<file path="src/rtl/audio_sample_player.sv">
// audio_sample_player
//   Streams unsigned 8-bit audio samples from a synchronous ROM at a fixed
//   sample rate, applies volume scaling and drives the pwm stage.
//   Supports start/stop/pause, loop or one-shot playback and an end-of-song
//   done pulse.
// Ports
//   clk        : system clock
//   reset      : synchronous, active-high reset
//   start      : 1-cycle pulse, (re)start playback at address 0
//   stop       : 1-cycle pulse, abort playback and go silent
//   pause      : level, freeze playback while high
//   loop_en    : 1 = wrap to address 0 at end of song, 0 = one-shot
//   volume     : gain = (volume+1)/16, sampled at each sample tick
//   rom_addr   : ROM address (registered)
//   rom_data   : ROM data, valid one cycle after rom_addr changes
//   audio_data : sample to pwm, 128 = silence (registered)
//   playing    : high while playing or draining the last sample (registered)
//   done       : 1-cycle pulse at the natural end of a one-shot song
module audio_sample_player #(
    parameter int unsigned SAMPLE_DIV = 12500,
    parameter int unsigned ADDR_W     = 16,
    parameter int unsigned SONG_LEN   = 40000
) (
    input  logic              clk,
    input  logic              reset,
    input  logic              start,
    input  logic              stop,
    input  logic              pause,
    input  logic              loop_en,
    input  logic [3:0]        volume,
    output logic [ADDR_W-1:0] rom_addr,
    input  logic [7:0]        rom_data,
    output logic [7:0]        audio_data,
    output logic              playing,
    output logic              done
);

    localparam int unsigned CNT_W = (SAMPLE_DIV > 1) ? $clog2(SAMPLE_DIV) : 1;

    localparam logic [1:0] ST_IDLE  = 2'd0;
    localparam logic [1:0] ST_PLAY  = 2'd1;
    localparam logic [1:0] ST_DRAIN = 2'd2;

    localparam logic [CNT_W-1:0]  CNT_LAST  = CNT_W'(SAMPLE_DIV - 1);
    localparam logic [ADDR_W-1:0] ADDR_LAST = ADDR_W'(SONG_LEN - 1);
    localparam logic [7:0]        SILENCE   = 8'd128;

    logic [1:0]        state_q, state_d;
    logic [ADDR_W-1:0] rom_addr_q, rom_addr_d;
    logic [CNT_W-1:0]  div_cnt_q, div_cnt_d;
    logic [7:0]        audio_q, audio_d;
    logic              playing_q, playing_d;
    logic              done_q, done_d;

    logic              tick;
    logic signed [8:0] centred;
    logic signed [5:0] gain;
    logic signed [13:0] product;
    logic signed [13:0] shifted;
    logic [7:0]        scaled;

    assign tick = (div_cnt_q == CNT_LAST);

    // Signed product of the centred sample and (volume+1); the arithmetic
    // shift floors, and the result always lies in -128..127 so the low byte
    // plus 128 is the exact unsigned output.
    always_comb begin
        centred = $signed({1'b0, rom_data}) - 9'sd128;
        gain    = $signed({2'b00, volume}) + 6'sd1;
        product = 14'(centred) * 14'(gain);
        shifted = product >>> 4;
        scaled  = shifted[7:0] + 8'd128;
    end

    always_comb begin
        state_d    = state_q;
        rom_addr_d = rom_addr_q;
        div_cnt_d  = div_cnt_q;
        audio_d    = audio_q;
        done_d     = 1'b0;

        if (stop) begin
            state_d    = ST_IDLE;
            rom_addr_d = '0;
            div_cnt_d  = '0;
            audio_d    = SILENCE;
        end else if (start) begin
            // audio_data keeps its value until the first tick of the restart
            state_d    = ST_PLAY;
            rom_addr_d = '0;
            div_cnt_d  = '0;
        end else begin
            case (state_q)
                ST_IDLE: begin
                    audio_d = SILENCE;
                end
                ST_PLAY: begin
                    if (!pause) begin
                        if (tick) begin
                            div_cnt_d = '0;
                            audio_d   = scaled;
                            if (rom_addr_q != ADDR_LAST) begin
                                rom_addr_d = rom_addr_q + 1'b1;
                            end else if (loop_en) begin
                                rom_addr_d = '0;
                            end else begin
                                state_d = ST_DRAIN;
                            end
                        end else begin
                            div_cnt_d = div_cnt_q + 1'b1;
                        end
                    end
                end
                ST_DRAIN: begin
                    if (!pause) begin
                        if (tick) begin
                            state_d    = ST_IDLE;
                            div_cnt_d  = '0;
                            rom_addr_d = '0;
                            audio_d    = SILENCE;
                            done_d     = 1'b1;
                        end else begin
                            div_cnt_d = div_cnt_q + 1'b1;
                        end
                    end
                end
                default: begin
                    state_d    = ST_IDLE;
                    rom_addr_d = '0;
                    div_cnt_d  = '0;
                    audio_d    = SILENCE;
                end
            endcase
        end

        playing_d = (state_d == ST_PLAY) || (state_d == ST_DRAIN);
    end

    always_ff @(posedge clk) begin
        if (reset) begin
            state_q    <= ST_IDLE;
            rom_addr_q <= '0;
            div_cnt_q  <= '0;
            audio_q    <= SILENCE;
            playing_q  <= 1'b0;
            done_q     <= 1'b0;
        end else begin
            state_q    <= state_d;
            rom_addr_q <= rom_addr_d;
            div_cnt_q  <= div_cnt_d;
            audio_q    <= audio_d;
            playing_q  <= playing_d;
            done_q     <= done_d;
        end
    end

    assign rom_addr   = rom_addr_q;
    assign audio_data = audio_q;
    assign playing    = playing_q;
    assign done       = done_q;

endmodule
</file>
<file path="config.mk">
export PLATFORM = sky130hd
export DESIGN_NAME = audio_sample_player
export DESIGN_NICKNAME = d
export VERILOG_FILES = /design/src/rtl/audio_sample_player.sv
export SDC_FILE = /design/constraint.sdc
export NUM_CORES = 1
export LEC_CHECK = 0
export ABC_AREA = 1
export BUFFER_PORTS_ARGS = -buffer_cell sky130_fd_sc_hd__buf_2
export CAP_MARGIN = 10
export CORE_ASPECT_RATIO = 1.75
export CORE_UTILIZATION = 64
export DETAILED_ROUTE_END_ITERATION = 8
export GPL_ROUTABILITY_DRIVEN = 0
export HOLD_SLACK_MARGIN = 0.1
export PLACE_DENSITY = 0.86
export SYNTH_ARGS = -nofsm -noshare
export SYNTH_HDL_FRONTEND = slang
export SYNTH_SLANG_ARGS = --single-unit
</file>
<file path="constraint.sdc">
create_clock -name clk -period 10.97 [get_ports clk]
set_clock_uncertainty 0.2 [all_clocks]
set_input_delay 0 -clock clk [delete_from_list [all_inputs] [get_ports clk]]
set_output_delay 0 -clock clk [all_outputs]
set_load 0.005 [all_outputs]
</file>
# Word level (Yosys, flattened, before mapping)
# Index checks and enable logic that the tools add are counted.
dict set report word_totals {
  output_inout_bits 26
  regBits 42
}
dict set report op_classes {
  n_eq_ne 12
  n_reduce_logical 9
  addsub 5
  bitwise 3
  muxes 25
  multipliers 1
}
# operator count
set op_table {}
lappend op_table {{16-bit two-way mux} 6}
lappend op_table {{16-bit one-hot mux with 3 select lines} 1}
lappend op_table {{8-bit two-way mux} 4}
lappend op_table {{14-bit two-way mux} 2}
lappend op_table {{14-bit one-hot mux with 2 select lines} 1}
lappend op_table {{16-bit by 1-bit adder with 16-bit output (second input constant)} 1}
lappend op_table {{2-bit two-way mux} 8}
lappend op_table {{16-bit inequality test (second input constant)} 1}
lappend op_table {{8-bit one-hot mux with 2 select lines} 1}
lappend op_table {{14-bit by 1-bit adder with 14-bit output (second input constant)} 1}
lappend op_table {{14-bit equality test (second input constant)} 1}
lappend op_table {{9-bit by 6-bit multiplier with 12-bit output} 1}
lappend op_table {{2-bit inequality test (second input constant)} 5}
lappend op_table {{8-bit by 8-bit subtractor with 9-bit output (second input constant)} 1}
lappend op_table {{8-bit adder (second input constant)} 1}
lappend op_table {{2-bit one-hot mux with 3 select lines} 1}
lappend op_table {{6-bit AND reduction} 1}
lappend op_table {{4-bit by 1-bit adder with 5-bit output (second input constant)} 1}
lappend op_table {{5-bit AND reduction} 1}
lappend op_table {{5-bit OR reduction} 1}
lappend op_table {{2-bit by 1-bit equality test with 1-bit output (second input constant)} 2}
lappend op_table {{2-bit equality test (second input constant)} 2}
lappend op_table {{2-bit OR reduction} 2}
lappend op_table {{3-bit inequality test (second input constant)} 1}
lappend op_table {{6 further kinds} 8}

# Depth between registers and ports, before layout
# Gate-level depths: netlist (run 1).
dict set report depth {
  depth_word 9
  ltp_mapped 20
}

# Worst setup path before layout (run 1)
# Ideal clock, no wire load.
dict set report synth_path {
  kind {input to register}
  start {in volume[0]}
  end {reg audio_q[7], in the netlist audio_data[7]}
  required_ns 10.655
  slack_ns 7.450
  n_path_buf 0
  stages 18
  setup_time_ns 0.115
  arrival_time_ns 3.205
  path_cell_list {ha_1 > xor2_1 > inv_1 > nor2_1 > fa_1 > inv_1 > fa_1 > fa_1 > inv_1 > ha_1 > nand2_1 > o21ai_0 > a31oi_1 > inv_1 > nand2_1 > nand3_1 > nand2_1 > nand2_1}
}
dict set report synth_via {
  elab_chain_len 6
}
# element line_no
set synth_lines {}
lappend synth_lines {{start, declared} 30} ;# input logic [3:0] volume,
lappend synth_lines {{4-bit by 1-bit adder with 5-bit output} 69} ;# gain = $signed({2'b00, volume}) + 6'sd1;
lappend synth_lines {{9-bit by 6-bit multiplier with 12-bit output} 70} ;# product = 14'(centred) * 14'(gain);
lappend synth_lines {{8-bit adder} 72} ;# scaled = shifted[7:0] + 8'd128;
lappend synth_lines {{8-bit two-way mux} 99} ;# if (tick) begin
lappend synth_lines {{8-bit two-way mux} 98} ;# if (!pause) begin
lappend synth_lines {{8-bit one-hot mux with 2 select lines} 93} ;# case (state_q)
lappend synth_lines {{end signal, assigned} 151} ;# audio_q <= audio_d;
lappend synth_lines {{end, declared} 51} ;# logic [7:0] audio_q, audio_d;
# Every way passes these cells. The select of a mux whose other input is x is not followed.
# A chain may end at the register's enable or synchronous reset.

# Worst setup path in the final report (run 1)
# Same ends and word-level chain as after synthesis.

==> flow_results.org, run 1 <==
** Synth
- Of the post-synthesis cell area, the dominant cell type holds 0.2208.
- Largest area contributor in the netlist :: sky130_fd_sc_hd__dfxtp_1
- The synthesized netlist contains 40 unique library cells.
- By area the synthesized netlist is led by sky130_fd_sc_hd__dfxtp_1 (22%), sky130_fd_sc_hd__nand2_1 (14%), sky130_fd_sc_hd__fa_1 (12%).
- Net count after synthesis :: 647
- Summing every instance area after synthesis gives 3809 um^2.
- A synthesized cell averages 6.533 um^2.
- During synthesis, Yosys emitted a total of 0 warnings.
- Of the synthesized area, sequential elements account for 0.2208.
- The cell count after synthesis came out at 583.
- Counting flops and latches in the post-synthesis netlist gives 42.

** Setup path
- Cell breakdown of the critical path :: buf_2, ha_1, xor2_1, inv_1, nor2_1, fa_1, fa_1, inv_1, fa_1, inv_1, ha_1, a21oi_1, nand2_1, a31oi_1, inv_1, nand2_1, nand3_1, nand2_1, nand2_1
- Crit path largest cell delay :: 530 ps
- R2R depth :: 12
- The worst setup path is captured at a flip-flop.
- Data on the critical path arrives at its endpoint at 3720 ps.
- Launch point of the worst reg-to-reg path :: rom_addr[0]
- Critical setup path kind :: input port to flip-flop
- Buf/Inv on CP :: 5
- STA classifies the critical path startpoint as an input port.
- Reg2reg setup slack :: 7940 ps
- At the worst endpoint, the required time is 10970 ps.
- In this design, the largest share of critical-path delay is due to adder cells.
- Maximum net fanout on the critical path :: 10
- Standard cell with the maximum stage delay on the critical path :: sky130_fd_sc_hd__fa_1
- In this run the critical register-to-register path is captured at state_q[0].

** Place
- IO Port Bufs :: 43
- Detailed placement finished with a half-perimeter wire length of 7664 um.
- After detailed placement, the total cell area comes to 4078 um^2.

** Worst hold path
- The min-delay analysis places its worst path in the category input port to flip-flop.
- The worst hold path passes through 5 cells.
- Worst hold path endpoint :: rom_addr[14]
- HP Start :: loop_en

** Detailed routing
- Detail-routed via count per cell :: 5.468
- Detailed-routing wirelength on met1 :: 3200 um
- Sum of met3 wire segment lengths after detailed routing :: 415 um
- Detailed Route Iter0 Violations :: 259
- Detailed routing inserted a total of 3888 vias.
- Length of routed met2 wiring :: 5330 um
- Number of iterations in the first detailed-routing pass :: 5
- Top routing layer in use :: met4
- For this run, design rule violations remaining after detail routing come to 0.
- Once detail routing completed, the nets flagged for antenna violations numbered 0.
- For this block, the routed nets add up to 9559 um of wire.
- Dividing the detail-routed wire length by the instance count gives 13.44 um.

** Timing
- Based on the critical path, the design can be clocked at up to 268.8 MHz.
- Setup_tns :: 0 ps
- Of the available clock period, the critical path in the final layout requires 0.3391.
- Setup violations remaining at the end of the flow were counted as 0.
- RSZ-0062 raised after global routing :: false
- The count of final max-slew check failures is 0.
- The final count of hold timing violations is 0.
- For the pin with the worst max-slew slack, the measured transition is 655.6 ps.
- Headroom to the max-slew limit :: 0.5613
- Time the worst path needs with I/O delays and setup :: 3720 ps

** Job
- Max-cap violations in this run came to 0.

** Power and ir drop
- Largest vdd supply drop :: 0.00006230 V
- Leakage power figure :: 1.938 nW
- Total power density per cell area :: 98.06 nW/um^2

** GRT
- Largest net degree at the start of global routing :: 19
- The first global-routing pass estimated 16490 um of wire.
- Overall fraction of global-route tracks in use :: 0.3439
- Summed over all layers, the global routing overflow is 0.
- The number of global-route vias before repair came to 3919.
- The initial antenna violation count was 0.

** Finish
- The finished cells cover 4237 um^2.
- Number of nets in the layout :: 699
- Layout Utilization :: 0.7524
- In the final layout, the share of cells above drive strength 1 is 0.1181.
- Layout overhead on the synthesized area :: 11.24%
- The repair_antennas step left the layout with diodes totalling 0.

** CTS
- Total number of clock tree sinks :: 42
- TritonCTS created 5 clock buffers.
- The clock reaches the later pin of the worst-skew pair after 300 ps.
- Buffer type at the clock tree root :: sky130_fd_sc_hd__clkbuf_8
- CTS tree :: yes
- After clock tree synthesis, the setup repair step added 0 buffers.
- Deepest clock path buffer count :: 2
- After clock tree synthesis, the clock-pin slew on the worst setup and hold paths is 80 ps.
- H-tree depth :: 2

** Die
- Die boundary height :: 104.1 um
- Core area :: 5630 um^2
- In this run the horizontal extent of the chip is 60.32 um.
- Number of top-level design ports :: 44
- Initial Util :: 0.6764
- The floorplan has 36 rows.
- Die area :: 6276 um^2

** Outcome
- Run status :: finished clean
## timing repair
action | CTS | global route
endpoints found under the hold margin | 20 | 0
resized for setup | 0 | 0
hold buffers | 8 | 0
## cells by family (layout without fill, tap and decap cells)
kind of cell    Yosys count  in the layout  synth area share
compound gates           64             64           0.09593
fa+ha+maj                46             46            0.1945
buf+inv                 105            157            0.1091
xor+xnor                  9              9           0.02070
flops                    42             42            0.2208
simple gates            317            317            0.3591
## sequential cells by signal, indices dropped and copies added, names as in the netlist
signal and count:
rom_addr 16, div_cnt_q 14, audio_data 8, state_q 2, done 1, playing 1
## worst max path at each step
stage,depth (start not counted),from,slack [ps],end
CTS,19,volume[0],7260,audio_data[7]
global placement,16,volume[0],7060,audio_data[2]
detailed placement,19,volume[0],6940,audio_data[7]
floorplan,18,volume[0],7450,audio_data[7]
finish,19,volume[0],7250,audio_data[7]
global route,19,volume[0],6960,audio_data[7]
## Yosys cell counts, drive strengths merged
cell type,count
xor2,8
a211oi,1
nand4,8
or3,1
o21bai,1
ha,24
a21oi,40
a21o,2
clkinv,1
o21ai,13
clkbuf,1
dfxtp,42
o211ai,1
fa,22
buf,5
a221oi,1
nor2,97
inv,98
a31o,1
xnor2,1
nand3,46
o211a,1
nand2,140
or2,6
nor3,13
a31oi,2
o21a,1
nor3b,2
nand3b,4
## stage by stage
stage | total power [mW] | cells | worst slack [ps] | hold slack [ps]
after floorplan | 0.2816 | 583 | 7450 | -127.6
after global placement | 0.3099 | 696 | 7057 | -11.45
after detailed placement | 0.3204 | 696 | 6941 | 3.660
after CTS | 0.4172 | 711 | 7261 | 122.8
after global routing | 0.4484 | 711 | 6959 | 159.3
final | 0.4154 | 711 | 7250 | 129.6
## worst register-to-register path: cells and delay by family (launching register included)
kind | cells | cell delay [ps]
buf+inv | 3 | 1220
simple gates | 8 | 760
fa+ha+maj | 1 | 300
flops | 1 | 430
## area by class of cell
type | instances | area, um^2
flip-flops and latches | 42 | 840.8
repair buffers | 51 | 295.3
fillers | 471 | 1394
clock buffers | 5 | 68.82
multi-input cells | 436 | 2552
well taps | 76 | 95.09
inverters | 99 | 374.1
clock inverters | 2 | 10.01
## power by group
| group | switching [mW] | internal, mW | leakage (nW) | total (mW) |
|---|---|---|---|---|
| Sequential | 0.000607 | 0.153 | 0.339 | 0.154 |
| Clock | 0.0531 | 0.0427 | 0.0438 | 0.0959 |
| Combinational | 0.101 | 0.0646 | 1.56 | 0.166 |
## routing by layer
metal / track usage / vias to the layer above
met5: 0 / -
met4: 0.2309 / 0
met3: 0.08333 / 53
met2: 0.6429 / 144
met1: 0.2902 / 1755
li1: - / 1936
## placed cells by master, fill, tap and decap left out, types with 2 or more instances in the layout
| cell | n |
|---|---|
| sky130_fd_sc_hd__a21oi_1 | 37 |
| sky130_fd_sc_hd__fa_1 | 22 |
| sky130_fd_sc_hd__xor2_1 | 8 |
| sky130_fd_sc_hd__nand2_1 | 137 |
| sky130_fd_sc_hd__nand3b_1 | 4 |
| sky130_fd_sc_hd__a31oi_1 | 2 |
| sky130_fd_sc_hd__nand2_2 | 3 |
| sky130_fd_sc_hd__dlygate4sd3_1 | 8 |
| sky130_fd_sc_hd__inv_2 | 4 |
| sky130_fd_sc_hd__nor2_1 | 93 |
| sky130_fd_sc_hd__inv_1 | 93 |
| sky130_fd_sc_hd__nor2_2 | 3 |
| sky130_fd_sc_hd__ha_1 | 24 |
| sky130_fd_sc_hd__nor3_1 | 12 |
| sky130_fd_sc_hd__nor3b_1 | 2 |
| sky130_fd_sc_hd__buf_2 | 43 |
| sky130_fd_sc_hd__nand3_2 | 2 |
| sky130_fd_sc_hd__o21ai_0 | 12 |
| sky130_fd_sc_hd__clkbuf_8 | 5 |
| sky130_fd_sc_hd__clkinv_2 | 2 |
| sky130_fd_sc_hd__nand4_1 | 8 |
| sky130_fd_sc_hd__a21o_1 | 2 |
| sky130_fd_sc_hd__or2_2 | 5 |
| sky130_fd_sc_hd__dfxtp_1 | 42 |
| sky130_fd_sc_hd__a21oi_2 | 3 |
| sky130_fd_sc_hd__nand3_1 | 44 |
Note: power is estimated with default switching activity, not from simulation.
==> run 2, diff against run 1 <==
ABC_AREA = 0   (was 1)
CORE_UTILIZATION = 53   (was 64)
PLACE_DENSITY = 0.77   (was 0.86)
clock period = 3.23 ns   (was 10.97 ns; I/O delays follow)
==> flow_results.org, run 2 <==
** Setup path
- Required time worst endpoint :: 3280 ps (-7690 ps)
- Standard cell with the maximum stage delay on the critical path :: sky130_fd_sc_hd__fa_1
- Traced cell by cell, the critical path runs through buf_8, ha_4, xor2_4, and2_4, fa_1, inv_2, fa_1, fa_1, inv_2, ha_4, a21o_1, a41o_1, a21oi_2, nor2b_1, or4_1, nand3_1.
- Most used cell, CP :: sky130_fd_sc_hd__fa_1
- The worst setup path is of the input port to flip-flop kind.
- Crit path largest cell delay :: 540 ps (about the same)
- STA classifies the critical path endpoint as a flip-flop.
- STA classifies the critical path startpoint as an input port.
- Arrival time of data at the critical path endpoint :: 3640 ps (-80 ps)
- The largest fanout on the critical path was 6 (-4).

** Synth
- Net count after synthesis :: 488 (-25%)
- The synthesized netlist cell count came to 424 (-27%).
- The synthesized area per cell was 8.295 um^2 (+27%).
- The post-synthesis simple-gate area fraction came to 0.2828 (-0.07625).
- Most common cell in the netlist :: sky130_fd_sc_hd__nor2_1
- The fraction of registers with async set or reset after synthesis came to 0 (unchanged).
- The fraction of synthesized cell area in xor and xnor cells was 0.07720 (+0.05650).
- The most used flip-flop cell after synthesis is sky130_fd_sc_hd__dfxtp_1.
- The commonest cells after synthesis are sky130_fd_sc_hd__nor2_1 (45), sky130_fd_sc_hd__inv_1 (44), sky130_fd_sc_hd__dfxtp_1 (42).
- The multiplexer share of the synthesized area is 0.002846 (+0.002846).
- The number of register bits inferred by synthesis came to 42 (unchanged).
- After synthesis, the largest family of logic cells by area is simple AND/OR/NAND/NOR gates.
- Part of the Yosys area used for sequential elements :: 0.2391 (+0.01830)
- Number of flops mapped to enable cells by yosys :: 0 (unchanged)
- In the post-synthesis netlist, the biggest area contributors are sky130_fd_sc_hd__dfxtp_1 (24%), sky130_fd_sc_hd__fa_1 (13%), sky130_fd_sc_hd__ha_1 (8.5%).
- The compound-cell area share of the yosys netlist was 0.1263 (+0.03036).
- Largest area contributor in the netlist :: sky130_fd_sc_hd__dfxtp_1
- The area of the mapped netlist is 3517 um^2 (-7.7%).
- The top cell type's share of synthesized area came to 0.2391 (+0.01830).
- The distinct cell type count after synthesis was 53 (+33%).
- Area share of fa/ha/maj cells after synthesis :: 0.2106 (+0.01612)
- Total number of yosys warnings :: 0 (unchanged)

** Finish
- Fraction of layout instances using a drive strength above 1 :: 0.2642 (+0.1461)
- From synthesis to final layout, the design area changed by 27.07%.
- The register area is 840.8 um^2 (unchanged).
- Number of diodes added for antenna fixing :: 0 (unchanged)
- Number of nets in the layout :: 574 (-18%)
- Leaving out fill and tap cells, the most frequent cell in the layout is sky130_fd_sc_hd__nor2_1.
- Fill cell total of the finished layout :: 499 (+5.9%)
- The number of flip-flops under the largest register name was 16 (unchanged).
- The final core utilization is 0.7068 (-0.04568).
- Number of cells in the finished layout apart from fillers :: 591 (-17%)
- The multi-input logic area came to 2669 um^2 (+4.6%).
- Highest-count cells in the layout ignoring fill and taps :: sky130_fd_sc_hd__nor2_1 (44), sky130_fd_sc_hd__dfxtp_1 (42), sky130_fd_sc_hd__buf_2 (41), sky130_fd_sc_hd__inv_1 (38), sky130_fd_sc_hd__buf_4 (35)

** CTS
- Number of clock buffers inserted by TritonCTS :: 5 (unchanged)
- Buffer type at the clock tree root :: sky130_fd_sc_hd__clkbuf_8
- The clock-pin transition on the worst setup and hold timing paths is 80 ps (about the same).
- Deepest clock path buffer count :: 2 (unchanged)
- H-tree depth :: 2 (unchanged)
- TritonCTS built the clock tree.
- The latest clock arrival within the worst-skew pair is 310 ps (about the same).
- Total number of clock tree sinks :: 42 (unchanged)

** GRT
- The pin count of the biggest net entering global routing came to 14 (-5).
- The overall routing resource usage came to 0.2739 (-0.07004).
- Wire length of the first global-routing pass :: 14710 um (-11%)
- Overflow left after global routing :: 0 (unchanged)
- The number of global-route vias before repair was 3328 (-15%).
- The initial antenna violation count came to 0 (unchanged).

** Worst hold path
- The path class of the tightest hold or removal check is input port to flip-flop.

** Timing
- Top achievable clock speed :: 279.2 MHz
- Total of endpoints with negative setup slack in the final report :: 5 (+5)
- Setup ws final :: -351.4 ps (-7601 ps)
- Final hold vios :: 0 (unchanged)
- Headroom to the max-slew limit :: 0.5425 (-0.01881)
- The worst path in the final design needs a cycle of 3581 ps, including I/O delays and setup.
- In the finished design, the share of the clock period the worst path needs comes to 1.109.
- The transition time of the tightest slew-check pin was 684.8 ps (+29.23 ps).
- The count of final max-slew check failures is 0 (unchanged).
- RSZ-0062 raised after global routing :: true

** Detailed routing
- WL final :: 8743 um (-8.5%)
- The number of DRC violations after detailed-routing iteration 0 is 153 (-41%).
- Average detailed-routed wire length per instance :: 14.79 um (+10%)
- The detailed-router iteration count before antenna repair was 4 (-1).
- The via density per instance came to 5.503 (+0.63%).
- The count of antenna-violating nets left after detailed routing came to 0 (unchanged).
- The total via count in the routed design was 3252 (-16%).
- Number of remaining DRC errors :: 0 (unchanged)

** Place
- Cell count after placement :: 572 (-18%)
- IO Port Bufs :: 43 (unchanged)
- Detailed-placement wirelength estimate :: 6889 um (-10%)

** Power and ir drop
- Switching power share of the total :: 0.3474 (-0.02523)
- The internal cell power is 1.060 mW (+310%).
- The combinational cell fraction of total power is 0.459 (+0.060).
- Portion of total power attributed to sequential cells :: 0.322 (-0.048)
- The proportion of power drawn by the clock network is 0.220 (-0.011).
- Leakage power figure :: 1.890 nW (-2.5%)
- Largest vdd supply drop :: 0.0002075 V (+230%)
- Total power density per cell area :: 363.5 nW/um^2 (+270%)
- The total power of the final layout was 1.625 mW (+290%).
- Switching power :: 564.4 uW (+260%)

** Die
- The die boundary height was 109.8 um (+5.5%).
- Number of placement rows :: 38 (+5.6%)
- The horizontal extent of the die is 63.58 um (+5.4%).
- Die area :: 6979 um^2 (+11%)
- The starting density of the core was 0.5562 (-0.1203).
- The placeable core region came to 6324 um^2 (+12%).
- The number of primary I/O pins came to 44 (unchanged).

** Job
- The max-capacitance violation count was 0 (unchanged).

** Outcome
- Violations in the final reports :: setup timing
- Run status :: finished, violations left
==> run 2: changes by cell type in the layout (fill, tap and decap cells not counted), moves of 17 or more <==
cell / change
sky130_fd_sc_hd__buf_4: +35
sky130_fd_sc_hd__nand3_1: -25
sky130_fd_sc_hd__inv_1: -55
sky130_fd_sc_hd__nor2_1: -49
sky130_fd_sc_hd__nand2_1: -109
sky130_fd_sc_hd__a21oi_1: -17
==> run 2: metrics by stage <==
step | area [um^2] | setup WS, ps | setup TNS, ps | hold slack [ps]
floorplan | 3613 | -406.9 | -1008 | -130.9
global placement | 4134 | -613.7 | -3102 | 23.75
detailed placement | 4134 | -719.3 | -3618 | 17.37
CTS | 4389 | -319.8 | -951.4 | 102.4
global route | 4469 | -508.9 | -1795 | 170.2
finish | 4469 | -351.4 | -969.6 | 123.4
==> run 2: worst max-delay path, delay by kind of cell <==
| family | cells | cell delay (ps) |
|---|---|---|
| xor+xnor | 1 | 170 |
| buf+inv | 3 | 190 |
| simple gates | 4 | 790 |
| compound gates | 3 | 570 |
| fa+ha+maj | 5 | 1920 |
==> run 2: repair_timing <==
action,in CTS,in global routing
resized for setup,21,16
setup buffers,3,2
endpoints found under the setup margin,6,6
pin swaps,28,30
hold buffers,6,0
hold endpoints to repair,18,0
==> run 2: power by group through the flow <==
stage | sequential, mW | combinational (mW) | clock [mW]
2_1_floorplan | 0.535 | 0.427 | 0
3_3_place_gp | 0.535 | 0.602 | 0
3_5_place_dp | 0.535 | 0.631 | 0
4_1_cts | 0.523 | 0.689 | 0.362
5_1_grt | 0.523 | 0.829 | 0.382
6_report | 0.523 | 0.745 | 0.357
==> run 2: worst paths after layout <==
| kind | startpoint | end | slack, ps | depth (start not counted) |
|---|---|---|---|---|
| min reg2reg | audio_data[1] | audio_data[1] | 250 | 2 |
| max reg2reg | state_q[1] | rom_addr[13] | 210 | 8 |
| max | volume[1] | audio_data[4] | -350 | 16 |
| min | loop_en | rom_addr[6] | 120 | 5 |
==> run 2: cells by family after synthesis <==
family	Yosys count
AO/OA/AOI/OAI	66
XOR/XNOR	31
adder cells (fa/ha/maj)	46
buffers and inverters	53
flip-flops	42
multiplexers	1
AND/OR/NAND/NOR	185
==> run 2: cell type report <==
| cell class | instances | area share |
|---|---|---|
| repair buffers | 88 | 0.1349 |
| clock buffers | 7 | 0.01932 |
| multi-input cells | 329 | 0.5971 |
| clock inverters | 1 | 0.001120 |
| flip-flops and latches | 42 | 0.1881 |
| well taps | 80 | 0.02240 |
| inverters | 44 | 0.03695 |
==> run 2: layer usage <==
| layer | wire, um | GRT usage | part of all wire |
|---|---|---|---|
| met1 | 3117 | 0.2422 | 0.36 |
| met2 | 5234 | 0.5790 | 0.60 |
| met3 | 200 | 0.04149 | 0.023 |
| met4 | 191 | 0.1218 | 0.022 |
| met5 | 0 | 0 | 0 |
==> run 3, diff against run 2 <==
BUFFER_PORTS_ARGS = unset   (was -buffer_cell sky130_fd_sc_hd__buf_2)
CORE_UTILIZATION = 58   (was 53)
DONT_BUFFER_PORTS = 1   (was unset)
PLACE_DENSITY = 0.76   (was 0.77)
clock period = 3.2 ns   (was 3.23 ns; I/O delays follow)
==> flow_results.org, run 3 (synthesis results as in run 2) <==
** Outcome
- The checks that failed: setup timing.
- The flow ran to the end, but the final reports show violations.

** CTS
- The latest clock arrival within the worst-skew pair is 300 ps (about the same).
- Clock Pin Slew Worst Setup and Hold Paths :: 80 ps (about the same)
- The number of clock sinks is 42 (unchanged).
- TritonCTS built the clock tree.
- Number of clock buffers inserted by TritonCTS :: 5 (unchanged)
- Clock tree synthesis selected as its root buffer the cell sky130_fd_sc_hd__clkbuf_8.
- The maximum buffer depth of the clock tree came to 2 (unchanged).
- The H-tree depth is 2 (unchanged).

** Power and ir drop
- Leakage power figure :: 1.607 nW (-15%)
- The total power of the final layout is 1.560 mW (-4.0%).
- The power per standard cell area is 382.8 nW/um^2 (+5.3%).
- Largest vdd supply drop :: 0.0001990 V (-4.1%)

** Detailed routing
- Detailed Route Iter0 Violations :: 181 (+18%)
- The routed wire length per instance came to 15.22 um (+2.9%).
- The number of remaining DRC errors came to 0 (unchanged).
- The via density per instance was 5.667 (+3.0%).
- WL final :: 8175 um (-6.5%)
- Number of iterations in the first detailed-routing pass :: 4 (unchanged)
- The total via count in the routed design came to 3043 (-6.4%).
- The count of antenna-violating nets left after detailed routing was 0 (unchanged).

** Setup path
- Worst Setup End Kind :: flip-flop
- Required time worst endpoint :: 3250 ps (-30 ps)
- The internal reg-to-reg setup slack was 170 ps (-40 ps).
- The worst setup path is of the input port to flip-flop kind.
- The worst setup path is launched from an input port.
- The arrival time reported for the critical path endpoint was 3530 ps (-110 ps).
- The largest fanout on the critical path is 10 (+4).

** Finish
- Number of diodes added for antenna fixing :: 0 (unchanged)
- Layout overhead on the synthesized area :: 15.87%
- Number of nets in the layout :: 522 (-9.1%)
- Number of flip-flops in the largest register :: 16 (unchanged)
- The fraction of final layout cells with drive strength greater than 1 was 0.1329 (-0.1313).
- Number of cells in the finished layout apart from fillers :: 537 (-9.1%)
- Most common cell after layout, fill and taps aside :: sky130_fd_sc_hd__nor2_1
- Leaving out fill and tap cells, the most frequent cells in the layout are sky130_fd_sc_hd__nor2_1 (45), sky130_fd_sc_hd__inv_1 (42), sky130_fd_sc_hd__dfxtp_1 (42), sky130_fd_sc_hd__nand2_1 (30), sky130_fd_sc_hd__buf_4 (26).

** GRT
- The initial antenna violation count was 0 (unchanged).
- The overall routing resource usage was 0.2881 (+0.01424).
- The total congestion overflow after global routing came to 0 (unchanged).
- Wire length of the first global-routing pass :: 13940 um (-5.2%)
- The pin count of the biggest net entering global routing is 14 (unchanged).
- The number of global-route vias before repair is 3305 (-0.69%).

** Worst hold path
- The tightest min-delay check is of the input port to flip-flop type.

** Die
- Overall die width :: 60.87 um (-4.3%)
- Die area :: 6392 um^2 (-8.4%)
- Die boundary height :: 105.0 um (-4.3%)
- Initial Util :: 0.5982 (+0.04202)
- The total number of placement rows was 37 (-2.6%).
- Core area :: 5879 um^2 (-7.0%)
- The number of primary I/O pins was 44 (unchanged).

** Job
- The max-capacitance violation count is 0 (unchanged).

** Timing
- Max Transition Viols Final :: 0 (unchanged)
- RSZ-0062 raised after global routing :: true
- The worst path in the final design needs a cycle of 3485 ps, including I/O delays and setup.
- For this run, the top clock speed supported by timing is 286.9 MHz.
- Part of the cycle the worst path needs :: 1.089
- The transition time of the tightest slew-check pin came to 615.6 ps (-69.26 ps).
- Final hold vios :: 0 (unchanged)
- Worst hold slack :: 159.7 ps (+36.32 ps)
- The number of endpoints failing setup at the final stage was 4 (-1).
- Setup ws final :: -284.9 ps (+66.46 ps)
- The worst relative slew slack is 0.5858 (+0.04333).

** Place
- The instance count after placement with tap cells included is 518 (-9.4%).
- IO Port Bufs :: 0 (-100%)
- Detailed-placement wirelength estimate :: 6656 um (-3.4%)
## run 3: cell types whose count changed in the layout (fill, tap and decap cells not counted), moves of 3 or more
cell and delta:
sky130_fd_sc_hd__a21oi_1 +3, sky130_fd_sc_hd__inv_2 -4, sky130_fd_sc_hd__buf_4 -9, sky130_fd_sc_hd__dlygate4sd3_1 +4, sky130_fd_sc_hd__inv_1 +4, sky130_fd_sc_hd__buf_6 -4, sky130_fd_sc_hd__buf_2 -41
## run 3: metal layers
| layer | vias to the layer above | routed length, um | global-route usage |
|---|---|---|---|
| met5 | - | 0 | 0 |
| met4 | 0 | 238 | 0.1218 |
| met3 | 20 | 305 | 0.05198 |
| met2 | 79 | 4958 | 0.5761 |
| met1 | 1438 | 2673 | 0.2538 |
| li1 | 1506 | - | - |
## run 3: cell type report
type | count | area [um^2]
Multi-Input combinational cell | 329 | 2566
Tap cell | 78 | 97.59
Inverter | 44 | 165.2
Sequential cell | 42 | 840.8
Clock buffer | 8 | 110.1
Timing Repair Buffer | 36 | 295.3
Fill cell | 513 | 1804
## run 3: through the flow
step / setup TNS [ps] / utilization / instance area [um^2] / setup slack [ps]
5_1_grt: -1510 / 0.6931 / 4075 / -415.9
3_5_place_dp: -2672 / 0.6546 / 3849 / -596.6
2_1_floorplan: -1180 / - / 3613 / -436.9
4_1_cts: -528.7 / 0.6916 / 4066 / -216.5
3_3_place_gp: -2234 / 0.6546 / 3849 / -493.6
6_report: -592.7 / 0.6931 / 4075 / -284.9
## run 3: worst max-delay path, cell delays in order
cell and delay (ps):
sky130_fd_sc_hd__ha_4 160, sky130_fd_sc_hd__xor2_4 170, sky130_fd_sc_hd__and2_4 150, sky130_fd_sc_hd__fa_1 490, sky130_fd_sc_hd__inv_1 50, sky130_fd_sc_hd__fa_1 480
sky130_fd_sc_hd__fa_1 530, sky130_fd_sc_hd__inv_2 40, sky130_fd_sc_hd__ha_4 210, sky130_fd_sc_hd__a21o_1 150, sky130_fd_sc_hd__a41o_1 220, sky130_fd_sc_hd__a21oi_2 220
sky130_fd_sc_hd__nor2b_1 90, sky130_fd_sc_hd__or4_1 470, sky130_fd_sc_hd__nand3_1 100
## run 3: where the power goes
group | leakage (nW) | total (mW) | internal (mW) | switching, mW
clock | 0.0575 | 0.400 | 0.218 | 0.182
combinational | 1.21 | 0.632 | 0.309 | 0.322
sequential | 0.339 | 0.529 | 0.526 | 0.00290
## run 3: final timing paths
check	start	end	cells after the start
max	volume[0]	audio_data[4]	15
min	volume[0]	audio_data[0]	6
max reg2reg	div_cnt_q[2]	state_q[0]	7
min reg2reg	audio_data[5]	audio_data[5]	2
## run 3: timing repair
item / in CTS / in global routing
hold buffers: 10 / 0
resized for setup: 0 / 4
setup endpoints to repair: 5 / 6
setup buffers: 1 / 2
endpoints found under the hold margin: 42 / 0
pin swaps: 9 / 5
